`src/rtl/knight_attack_sequencer_if.sv`:
```
// Bundle between the game-logic FSM and the knight attack sequencer.
// The master side drives requests and scan position; the slave side returns sprite status.
interface knight_attack_sequencer_if;
    logic        frame_tick;
    logic        attack_req;
    logic        facing_left;
    logic [9:0]  sprite_x;
    logic [9:0]  sprite_y;
    logic [9:0]  DrawX;
    logic [9:0]  DrawY;
    logic [11:0] rom_address;
    logic        in_sprite;
    logic [2:0]  frame_sel;
    logic        busy;
    logic        hit_active;
    logic        attack_done;
    logic [1:0]  fsm_state;

    // No ready path: attack_req is a level sampled only while idle and frame_tick is a
    // one-cycle strobe. Every output is registered and valid every cycle.
    modport master (
        output frame_tick, attack_req, facing_left, sprite_x, sprite_y, DrawX, DrawY,
        input  rom_address, in_sprite, frame_sel, busy, hit_active, attack_done, fsm_state
    );

    modport slave (
        input  frame_tick, attack_req, facing_left, sprite_x, sprite_y, DrawX, DrawY,
        output rom_address, in_sprite, frame_sel, busy, hit_active, attack_done, fsm_state
    );
endinterface

```
`src/rtl/knight_attack_sequencer.sv`:
```
// Knight attack animation sequencer and sprite ROM address generator.
// Define KNIGHT_ATK_MIRROR_EN to mirror the sprite horizontally when facing_left is high.
module knight_attack_sequencer #(
    parameter int SPRITE_W       = 50,
    parameter int SPRITE_H       = 64,
    parameter int NUM_FRAMES     = 5,
    parameter int HOLD_TICKS     = 4,
    parameter int COOLDOWN_TICKS = 8,
    parameter int HIT_FIRST      = 2,
    parameter int HIT_LAST       = 3
) (
    input  logic vga_clk,
    input  logic Reset,
    knight_attack_sequencer_if.slave bus
);
    typedef enum logic [1:0] {
        IDLE     = 2'd0,
        PLAY     = 2'd1,
        COOLDOWN = 2'd2
    } state_t;

    localparam logic [7:0]  HOLD_LAST  = 8'(HOLD_TICKS - 1);
    localparam logic [7:0]  COOL_LAST  = (COOLDOWN_TICKS == 0) ? 8'd0 : 8'(COOLDOWN_TICKS - 1);
    localparam logic [2:0]  FRAME_LAST = 3'(NUM_FRAMES - 1);
    localparam logic [2:0]  HIT_LO     = 3'(HIT_FIRST);
    localparam logic [2:0]  HIT_HI     = 3'(HIT_LAST);
    localparam logic [10:0] BOX_W      = 11'(SPRITE_W);
    localparam logic [10:0] BOX_H      = 11'(SPRITE_H);

    state_t      state_q, state_d;
    logic [2:0]  frame_q, frame_d;
    logic [7:0]  hold_q, hold_d;
    logic [7:0]  cool_q, cool_d;
    logic        done_q, done_d;
    logic        busy_q, busy_d;
    logic        hit_q, hit_d;

    always_ff @(posedge vga_clk) begin
        if (Reset) begin
            state_q <= IDLE;
            frame_q <= 3'd0;
            hold_q  <= 8'd0;
            cool_q  <= 8'd0;
            done_q  <= 1'b0;
            busy_q  <= 1'b0;
            hit_q   <= 1'b0;
        end else begin
            state_q <= state_d;
            frame_q <= frame_d;
            hold_q  <= hold_d;
            cool_q  <= cool_d;
            done_q  <= done_d;
            busy_q  <= busy_d;
            hit_q   <= hit_d;
        end
    end

    always_comb begin
        state_d = state_q;
        frame_d = frame_q;
        hold_d  = hold_q;
        cool_d  = cool_q;
        done_d  = 1'b0;
        case (state_q)
            IDLE: begin
                // A tick arriving with the request is deliberately not counted.
                if (bus.attack_req) begin
                    state_d = PLAY;
                    frame_d = 3'd0;
                    hold_d  = 8'd0;
                end
            end
            PLAY: begin
                if (bus.frame_tick) begin
                    if (hold_q < HOLD_LAST) begin
                        hold_d = hold_q + 8'd1;
                    end else begin
                        hold_d = 8'd0;
                        if (frame_q < FRAME_LAST) begin
                            frame_d = frame_q + 3'd1;
                        end else begin
                            done_d  = 1'b1;
                            frame_d = 3'd0;
                            cool_d  = 8'd0;
                            state_d = (COOLDOWN_TICKS == 0) ? IDLE : COOLDOWN;
                        end
                    end
                end
            end
            COOLDOWN: begin
                if (bus.frame_tick) begin
                    if (cool_q >= COOL_LAST) begin
                        cool_d  = 8'd0;
                        state_d = IDLE;
                    end else begin
                        cool_d = cool_q + 8'd1;
                    end
                end
            end
            default: begin
                state_d = IDLE;
                frame_d = 3'd0;
                hold_d  = 8'd0;
                cool_d  = 8'd0;
            end
        endcase
        busy_d = (state_d != IDLE);
        hit_d  = (state_d == PLAY) && (frame_d >= HIT_LO) && (frame_d <= HIT_HI);
    end

    // Address path: 11-bit compares so a sprite near the right/bottom edge never wraps.
    logic [10:0] dx, dy, sx, sy;
    logic [9:0]  lx_full, ly_full;
    logic [5:0]  lx, ly, lx_eff;
    logic        inside_d;
    logic [11:0] addr_d;
    logic        in_sprite_q;
    logic [11:0] addr_q;

    always_comb begin
        dx       = {1'b0, bus.DrawX};
        dy       = {1'b0, bus.DrawY};
        sx       = {1'b0, bus.sprite_x};
        sy       = {1'b0, bus.sprite_y};
        inside_d = (dx >= sx) && (dx < sx + BOX_W) && (dy >= sy) && (dy < sy + BOX_H);
        lx_full  = bus.DrawX - bus.sprite_x;
        ly_full  = bus.DrawY - bus.sprite_y;
        lx       = lx_full[5:0];
        ly       = ly_full[5:0];
`ifdef KNIGHT_ATK_MIRROR_EN
        lx_eff   = bus.facing_left ? (6'(SPRITE_W - 1) - lx) : lx;
`else
        lx_eff   = lx;
`endif
        addr_d   = inside_d ? (12'(ly) * 12'(SPRITE_W) + 12'(lx_eff)) : 12'd0;
    end

`ifndef KNIGHT_ATK_MIRROR_EN
    logic unused_facing_left;
    assign unused_facing_left = bus.facing_left;
`endif

    always_ff @(posedge vga_clk) begin
        if (Reset) begin
            in_sprite_q <= 1'b0;
            addr_q      <= 12'd0;
        end else begin
            in_sprite_q <= inside_d;
            addr_q      <= addr_d;
        end
    end

    assign bus.rom_address = addr_q;
    assign bus.in_sprite   = in_sprite_q;
    assign bus.frame_sel   = frame_q;
    assign bus.busy        = busy_q;
    assign bus.hit_active  = hit_q;
    assign bus.attack_done = done_q;
    assign bus.fsm_state   = state_q;
endmodule
```
`src/flat_wrapper.sv`:
```
// flat-port wrapper written by rule: the top's interface ports become plain ports
module knight_attack_sequencer_flat 
#(
    parameter int SPRITE_W       = 50,
    parameter int SPRITE_H       = 64,
    parameter int NUM_FRAMES     = 5,
    parameter int HOLD_TICKS     = 4,
    parameter int COOLDOWN_TICKS = 8,
    parameter int HIT_FIRST      = 2,
    parameter int HIT_LAST       = 3
)
  (vga_clk, Reset, bus_frame_tick, bus_attack_req, bus_facing_left, bus_sprite_x, bus_sprite_y, bus_DrawX, bus_DrawY, bus_rom_address, bus_in_sprite, bus_frame_sel, bus_busy, bus_hit_active, bus_attack_done, bus_fsm_state);
  knight_attack_sequencer_if bus_i ();
  input  logic vga_clk;
  input  logic Reset;
  input wire logic [$bits(bus_i.frame_tick)-1:0] bus_frame_tick;
  input wire logic [$bits(bus_i.attack_req)-1:0] bus_attack_req;
  input wire logic [$bits(bus_i.facing_left)-1:0] bus_facing_left;
  input wire logic [$bits(bus_i.sprite_x)-1:0] bus_sprite_x;
  input wire logic [$bits(bus_i.sprite_y)-1:0] bus_sprite_y;
  input wire logic [$bits(bus_i.DrawX)-1:0] bus_DrawX;
  input wire logic [$bits(bus_i.DrawY)-1:0] bus_DrawY;
  output wire logic [$bits(bus_i.rom_address)-1:0] bus_rom_address;
  output wire logic [$bits(bus_i.in_sprite)-1:0] bus_in_sprite;
  output wire logic [$bits(bus_i.frame_sel)-1:0] bus_frame_sel;
  output wire logic [$bits(bus_i.busy)-1:0] bus_busy;
  output wire logic [$bits(bus_i.hit_active)-1:0] bus_hit_active;
  output wire logic [$bits(bus_i.attack_done)-1:0] bus_attack_done;
  output wire logic [$bits(bus_i.fsm_state)-1:0] bus_fsm_state;
  assign bus_i.frame_tick = bus_frame_tick;
  assign bus_i.attack_req = bus_attack_req;
  assign bus_i.facing_left = bus_facing_left;
  assign bus_i.sprite_x = bus_sprite_x;
  assign bus_i.sprite_y = bus_sprite_y;
  assign bus_i.DrawX = bus_DrawX;
  assign bus_i.DrawY = bus_DrawY;
  assign bus_rom_address = bus_i.rom_address;
  assign bus_in_sprite = bus_i.in_sprite;
  assign bus_frame_sel = bus_i.frame_sel;
  assign bus_busy = bus_i.busy;
  assign bus_hit_active = bus_i.hit_active;
  assign bus_attack_done = bus_i.attack_done;
  assign bus_fsm_state = bus_i.fsm_state;
  knight_attack_sequencer #(.SPRITE_W(SPRITE_W), .SPRITE_H(SPRITE_H), .NUM_FRAMES(NUM_FRAMES), .HOLD_TICKS(HOLD_TICKS), .COOLDOWN_TICKS(COOLDOWN_TICKS), .HIT_FIRST(HIT_FIRST), .HIT_LAST(HIT_LAST)) u_core (.vga_clk(vga_clk), .Reset(Reset), .bus(bus_i));
endmodule
```
`config.mk`:
```
export PLATFORM = sky130hd
export DESIGN_NAME = knight_attack_sequencer_flat
export DESIGN_NICKNAME = d
export VERILOG_FILES = /design/src/rtl/knight_attack_sequencer_if.sv /design/src/rtl/knight_attack_sequencer.sv /design/src/flat_wrapper.sv
export SDC_FILE = /design/constraint.sdc
export NUM_CORES = 1
export LEC_CHECK = 0
export CORE_ASPECT_RATIO = 0.8
export CORE_MARGIN = 2
export CORE_UTILIZATION = 40
export CTS_BUF_LIST = sky130_fd_sc_hd__clkbuf_2
export CTS_CLUSTER_SIZE = 8
export DETAILED_ROUTE_END_ITERATION = 10
export PLACE_DENSITY = 0.67
export SYNTH_ARGS = -nofsm -noshare
export SYNTH_HDL_FRONTEND = slang
export SYNTH_SLANG_ARGS = --single-unit
export TNS_END_PERCENT = 50
```
`constraint.sdc`:
```
create_clock -name vga_clk -period 4.56 [get_ports vga_clk]
set_clock_uncertainty 0.2 [all_clocks]
set_input_delay 0.912 -clock vga_clk [delete_from_list [all_inputs] [get_ports vga_clk]]
set_output_delay 0.912 -clock vga_clk [all_outputs]
set_load 0.02 [all_outputs]
```
**Word-level counts from Yosys, hierarchy flattened**

Index checks and enable logic that the tools add are counted.

- Register bits: 37
- Input port bits: 45
- Word-level logic and storage cells: 74

- Add/sub/neg operators: 8
- Multiply operators: 1
- $lt $le $gt $ge: 9
- Eq/ne operators: 8
- Mux-type cells: 23
- Bitwise logic cells: 5
- Reductions and logical operators: 11

Operator list:

| cell | count |
|---|---|
| 8-bit two-way mux | 8 |
| 8-bit case mux with 3 select lines | 2 |
| 10-bit by 11-bit less-than comparator with 1-bit output | 2 |
| 10-bit >= comparator | 2 |
| 8-bit by 1-bit adder with 8-bit output (second input constant) | 2 |
| 12-bit by 6-bit adder with 12-bit output | 1 |
| 2-bit two-way mux | 6 |
| 3-bit two-way mux | 4 |
| 6-bit subtractor | 2 |
| 10-bit by 6-bit adder with 11-bit output (second input constant) | 1 |
| 10-bit by 7-bit adder with 11-bit output (second input constant) | 1 |
| 6-bit by 5-bit multiplier with 11-bit output (second input constant) | 1 |
| 2-bit inequality test (second input constant) | 5 |
| 3-bit case mux with 3 select lines | 1 |
| 8-bit by 3-bit >= comparator with 1-bit output (second input constant) | 1 |
| 8-bit by 2-bit less-than comparator with 1-bit output (second input constant) | 1 |
| 2-bit case mux with 3 select lines | 1 |
| 1-bit logical AND | 5 |
| 1-bit inverter | 5 |
| 5-bit AND reduction | 1 |
| 2-bit by 1-bit == test with 1-bit output (second input constant) | 2 |
| 4-bit OR reduction | 1 |
| 3-bit by 1-bit adder with 3-bit output (second input constant) | 1 |
| 3-bit by 2-bit >= comparator with 1-bit output (second input constant) | 1 |
| other kinds (8) | 8 |

**Logic depth before layout (Yosys ltp)**

Gate-level depths: netlist of the first run.

- Word-level depth: 8
- Mapped depth: 17
- Depth with buffers taken out: 17

**Least setup slack after synthesis of the first run**

No wires, ideal clock.

- Path type: input to register
- From: input port bus_sprite_y[1]
- To: register u_core.addr_q[11] (netlist: u_core.bus.rom_address[11])
- Setup time: 131 ps
- Data arrival time: 4341 ps
- Data required time: 4229 ps
- Setup slack: -112 ps
- Stages: 15
- Path through: inv_1 ha_1 nor2b_1 o31ai_1 a21boi_0 ha_1 ha_1 ha_1 ha_1 a211oi_1 or2_2 nand3_1 or2_2 o311ai_0 a21oi_1

- Cells in the longest elaborated chain, start to end: 5
- Elaborated cells between the ends (all ways): 10

RTL lines:

| item | RTL line | source |
|---|---|---|
| start: declaration | flat_wrapper.sv:20 | `input wire logic [$bits(bus_i.sprite_y)-1:0] bus_sprite_y;` |
| branches (longest 5 deep; another with 12-bit by 6-bit adder with 12-bit output) | - |  |
| end signal: assignment | knight_attack_sequencer.sv:149 | `addr_q <= addr_d;` |
| end: declaration | knight_attack_sequencer.sv:118 | `logic [11:0] addr_q;` |

Parallel ways; which one is timed is not known.
A chain may end at the register's enable or synchronous reset.

**Final worst setup path of the first run**

- From: input port bus_DrawY[1]
- To: register u_core.addr_q[11] (netlist: u_core.bus.rom_address[11])

- Cells in the longest elaborated chain, start to end: 5
- Elaborated cells between the ends (all ways): 9

RTL lines:

| item | RTL line | source |
|---|---|---|
| start: declaration | flat_wrapper.sv:22 | `input wire logic [$bits(bus_i.DrawY)-1:0] bus_DrawY;` |
| branches (longest 5 deep; another with 12-bit by 6-bit adder with 12-bit output) | - |  |

Parallel ways; which one is timed is not known.

==> out/summary.txt, run 1 <==
========================================================================================
Portion of the clock cycle consumed by the worst path in the final layout          97.8%
Flip-flop and latch count after synthesis                                             37
Number of antenna violations at the first check in global routing                      0
Top post-synthesis cells by area                                            sky130_fd_sc_hd__ha_1 24%, sky130_fd_sc_hd__dfxtp_1 23%, sky130_fd_sc_hd__xnor2_1 5.2%, sky130_fd_sc_hd__nor2_1 4.7%, sky130_fd_sc_hd__inv_1 4.6%
Chip height                                                                      83.9 um
Number of nets in the synthesized netlist                                            487
Clock Root Buffer                                                           sky130_fd_sc_hd__clkbuf_2
Run status                                                                  finished, final reports clean
Wire length of the first global-routing pass                                   12,000 um
Commonest register cell after synthesis                                     sky130_fd_sc_hd__dfxtp_1
Post-synthesis instance area                                                 0.00320 mm2
First DRT Iteration DRCs                                                              71
Number of global-route vias before repair                                          2,858
Reg2Reg Launch Point                                                        u_core.hold_q[0]$_SDFFE_PP0P_
Growth of design area from synthesis to finish                                     38.7%
Levels on crit path                                                                   17
Asr flop ratio synth                                                                  0%
Worst-case clock buffer depth                                                          2
Setup CP Type                                                                  in -> reg
Endpoints failing setup                                                                0
Placed insts                                                                         575
# port buffers                                                                        64
Slew Viols, Final                                                                      0
Number of H-tree branching levels                                                      2
Slowest cell on the critical path                                           sky130_fd_sc_hd__fa_2
Class of the tightest hold or removal check                                   reg -> reg
Static Leakage                                                                   1.94 nW
Arrival time reported for the critical path endpoint                             4.55 ns
Sum of net half-perimeters after detailed placement                              5740 um
Achievable frequency                                                             224 MHz
Number of cells on the worst hold path                                                 1
Worst setup SP type                                                         primary input
Sequential cell area fraction in the yosys report                                  23.2%
Most prevalent standard cell on the critical path                           sky130_fd_sc_hd__ha_4
Overall via count from detail_route                                                2,882
Weighted congestion at the end of routability-driven global placement              0.873
Clock-pin slew on the worst setup and hold paths                                 0.17 ns
Average wire length per cell after detail routing                                12.0 um
Post-synth EDFFs                                                                       0
Largest fanout of any net on the critical path                                         4
Top-area cell type share of the netlist area                                       24.3%
Post-route antenna net violation count                                                 0
Cell-by-cell listing of the critical path                                   dlygate4sd2_1 > buf_4 > fa_2 > a21oi_2 > o21bai_1 > xor2_1 > buf_4 > ha_4 > ha_4 > ha_4 > ha_4 > o21ai_2 > a21oi_2 > o21a_1 > or3_4 > a2111o_1 > a21oi_2
Clock sink count                                                                      37
Instance count of the mapped netlist                                                 376
Count of unique library cells instantiated by Yosys                                   51
Worst path buffer plus inverter count                                                  3
First-pass iteration count of the detailed router                                      4
Critical path endpoint category                                                 register
Overall track demand over capacity in global routing                               16.4%
Post-Route Setup TNS                                                                0 ns
Critical Path Max Stage Delay                                                    0.44 ns
Cell area power density                                                       352 mW/mm2
Hold Path Sink                                                              u_core.cool_q[4]$_SDFFE_PP0P_
Time the final worst path needs with I/O delays and setup                        4.46 ns
Share of final-layout standard cells stronger than drive strength 1                15.8%
Yosys warning count                                                                    0
Most used standard cell by instance count after synthesis                   sky130_fd_sc_hd__ha_1
Capture instance of the worst register-to-register path                     u_core.cool_q[7]$_SDFFE_PP0P_
CTS hold repair buffers                                                                0
Number of endpoints with negative hold slack in the final report                       0
Horizontal die dimension                                                          104 um
Slack of the worst reg-to-reg path                                               2.37 ns
I/O Pins                                                                              66
Remaining Overflow, GRT                                                                0
CTS tree                                                                            done
WL final                                                                         6980 um
Depth of the worst register-to-register path                                           7
Clock latency of the later-clocked register in the worst-skew pair               0.37 ns
Maximum number of pins on one net before global-route repair                          14
Effective utilization at floorplan                                                 40.8%
Antenna cells                                                                          0
Core footprint                                                               0.00784 mm2
IR drop worst, VDD                                                              0.189 mV
Syn Area/Cell                                                                   8.50 um2
Top post-synthesis cells by count                                           62 x sky130_fd_sc_hd__ha_1, 40 x sky130_fd_sc_hd__nor2_1, 39 x sky130_fd_sc_hd__inv_1
Via density per instance                                                            4.93
DRC violation count after routing                                                      0
Number of rows in the core area                                                       29
Setup WS post-layout                                                           0.0994 ns
Die Area                                                                     0.00872 mm2
Final instance count without filler cells                                            584
Clock buffer count from CTS                                                            5
Headroom to the max-slew limit                                                     73.9%
Nets@finish                                                                          587
Worst path top cell family by delay                                          adder cells
Maximum Capacitance Violations                                                         0
Biggest area consumer among synthesized cells                               sky130_fd_sc_hd__ha_1
Hold path start                                                             u_core.cool_q[4]$_SDFFE_PP0P_
Filler cell count in the final layout                                                738
Required @ worst endpoint                                                        4.65 ns
Slew at the pin with the worst max-slew slack                                   0.382 ns
Post-Place Worst Slack                                                         -0.620 ns
========================================================================================
-- routing by layer --
layer	track usage, %	wire (um)
met5	0	0
met4	4.18	86
met3	3.36	314
met1	21.2	3400
met2	27.9	3180
-- how the worst max path moves through the flow --
stage                          startpoint                                     to  slack [ns]
final                        bus_DrawY[1]  u_core.bus.rom_address[11]$_SDFF_PP0_         0.1
after global routing      bus_sprite_y[2]  u_core.bus.rom_address[10]$_SDFF_PP0_       -0.03
after CTS                 bus_sprite_y[2]  u_core.bus.rom_address[11]$_SDFF_PP0_        0.07
after detailed placement  bus_sprite_y[1]  u_core.bus.rom_address[11]$_SDFF_PP0_       -0.62
after global placement    bus_sprite_y[1]  u_core.bus.rom_address[11]$_SDFF_PP0_       -0.56
after floorplan           bus_sprite_y[1]  u_core.bus.rom_address[11]$_SDFF_PP0_        0.03
-- state kept, by name (all words and copies together), names as in the netlist --
name and count:
u_core.bus.busy 1, u_core.bus.rom_address 12, u_core.hold_q 8, u_core.bus.hit_active 1, u_core.bus.frame_sel 3, u_core.bus.fsm_state 2, u_core.bus.in_sprite 1, u_core.cool_q 8
u_core.bus.attack_done 1
-- stage by stage --
stage | power, W | cell area, um2 | utilization (%) | hold WS (ns)
final | 0.00156 | 4430 | 56.5 | 0.316
after global routing | 0.00171 | 4430 | 56.5 | 0.338
after CTS | 0.00149 | 4340 | 55.4 | 0.314
after detailed placement | 0.00128 | 4230 | 53.9 | 0.280
after global placement | 0.00127 | 4230 | 53.9 | 0.262
after floorplan | 0.000929 | 3240 | - | 0.238
-- cell families after synthesis --
logic type	Yosys count	share of synthesized area (%)
buffers and inverters	43	5.36
AND/OR/NAND/NOR	111	17.5
multiplexers	3	0.940
AO/OA/AOI/OAI	83	17.2
XOR/XNOR	33	9.04
flip-flops	37	23.2
adder cells (fa/ha/maj)	66	26.8
-- area by class of cell --
cell class / instances / area [um2] / area share (%)
inverters: 39 / 146 / 3.30
flip-flops and latches: 37 / 741 / 16.7
clock inverters: 1 / 3.75 / 0.0847
repair buffers: 97 / 883 / 19.9
multi-input cells: 296 / 2490 / 56.2
well taps: 108 / 135 / 3.05
clock buffers: 6 / 30.0 / 0.678
-- report_power, final --
group          internal [W]  total, W  switching [W]
logic              0.000593   0.00109       0.000494
clock network     0.0000359  0.000138       0.000102
registers          0.000332  0.000337     0.00000496
total              0.000960   0.00156       0.000601
-- what timing repair did --
| action | 4_1_cts | 5_1_grt |
|---|---|---|
| endpoints found under the hold margin | 0 | 0 |
| resized for setup | 18 | 16 |
| setup endpoints to repair | 3 | 3 |
| pin swaps | 19 | 18 |
| setup buffers | 1 | 1 |
-- cell usage in the layout (no fill, tap or decap), types with 11 or more instances in the layout --
master and n:
sky130_fd_sc_hd__a21oi_1 22, sky130_fd_sc_hd__buf_4 32, sky130_fd_sc_hd__clkdlybuf4s50_1 60, sky130_fd_sc_hd__dfxtp_1 37
sky130_fd_sc_hd__ha_1 51, sky130_fd_sc_hd__inv_1 37, sky130_fd_sc_hd__nand2_1 14, sky130_fd_sc_hd__nand3_1 12
sky130_fd_sc_hd__nor2_1 39, sky130_fd_sc_hd__o21ai_0 11, sky130_fd_sc_hd__xnor2_1 19, sky130_fd_sc_hd__xor2_1 13
(Power assumes the default switching activity.)
==> run 2, diff against run 1 <==
CAP_MARGIN = 5   (was unset)
==> results of run 2 <==
Same layout as run 1: the final DEF is identical, and so are final timing and power.
==> run 3, diff against run 2 <==
TNS_END_PERCENT = 5   (was 50)
==> results of run 3 <==
Same layout as run 1: the final DEF is identical, and so are final timing and power.
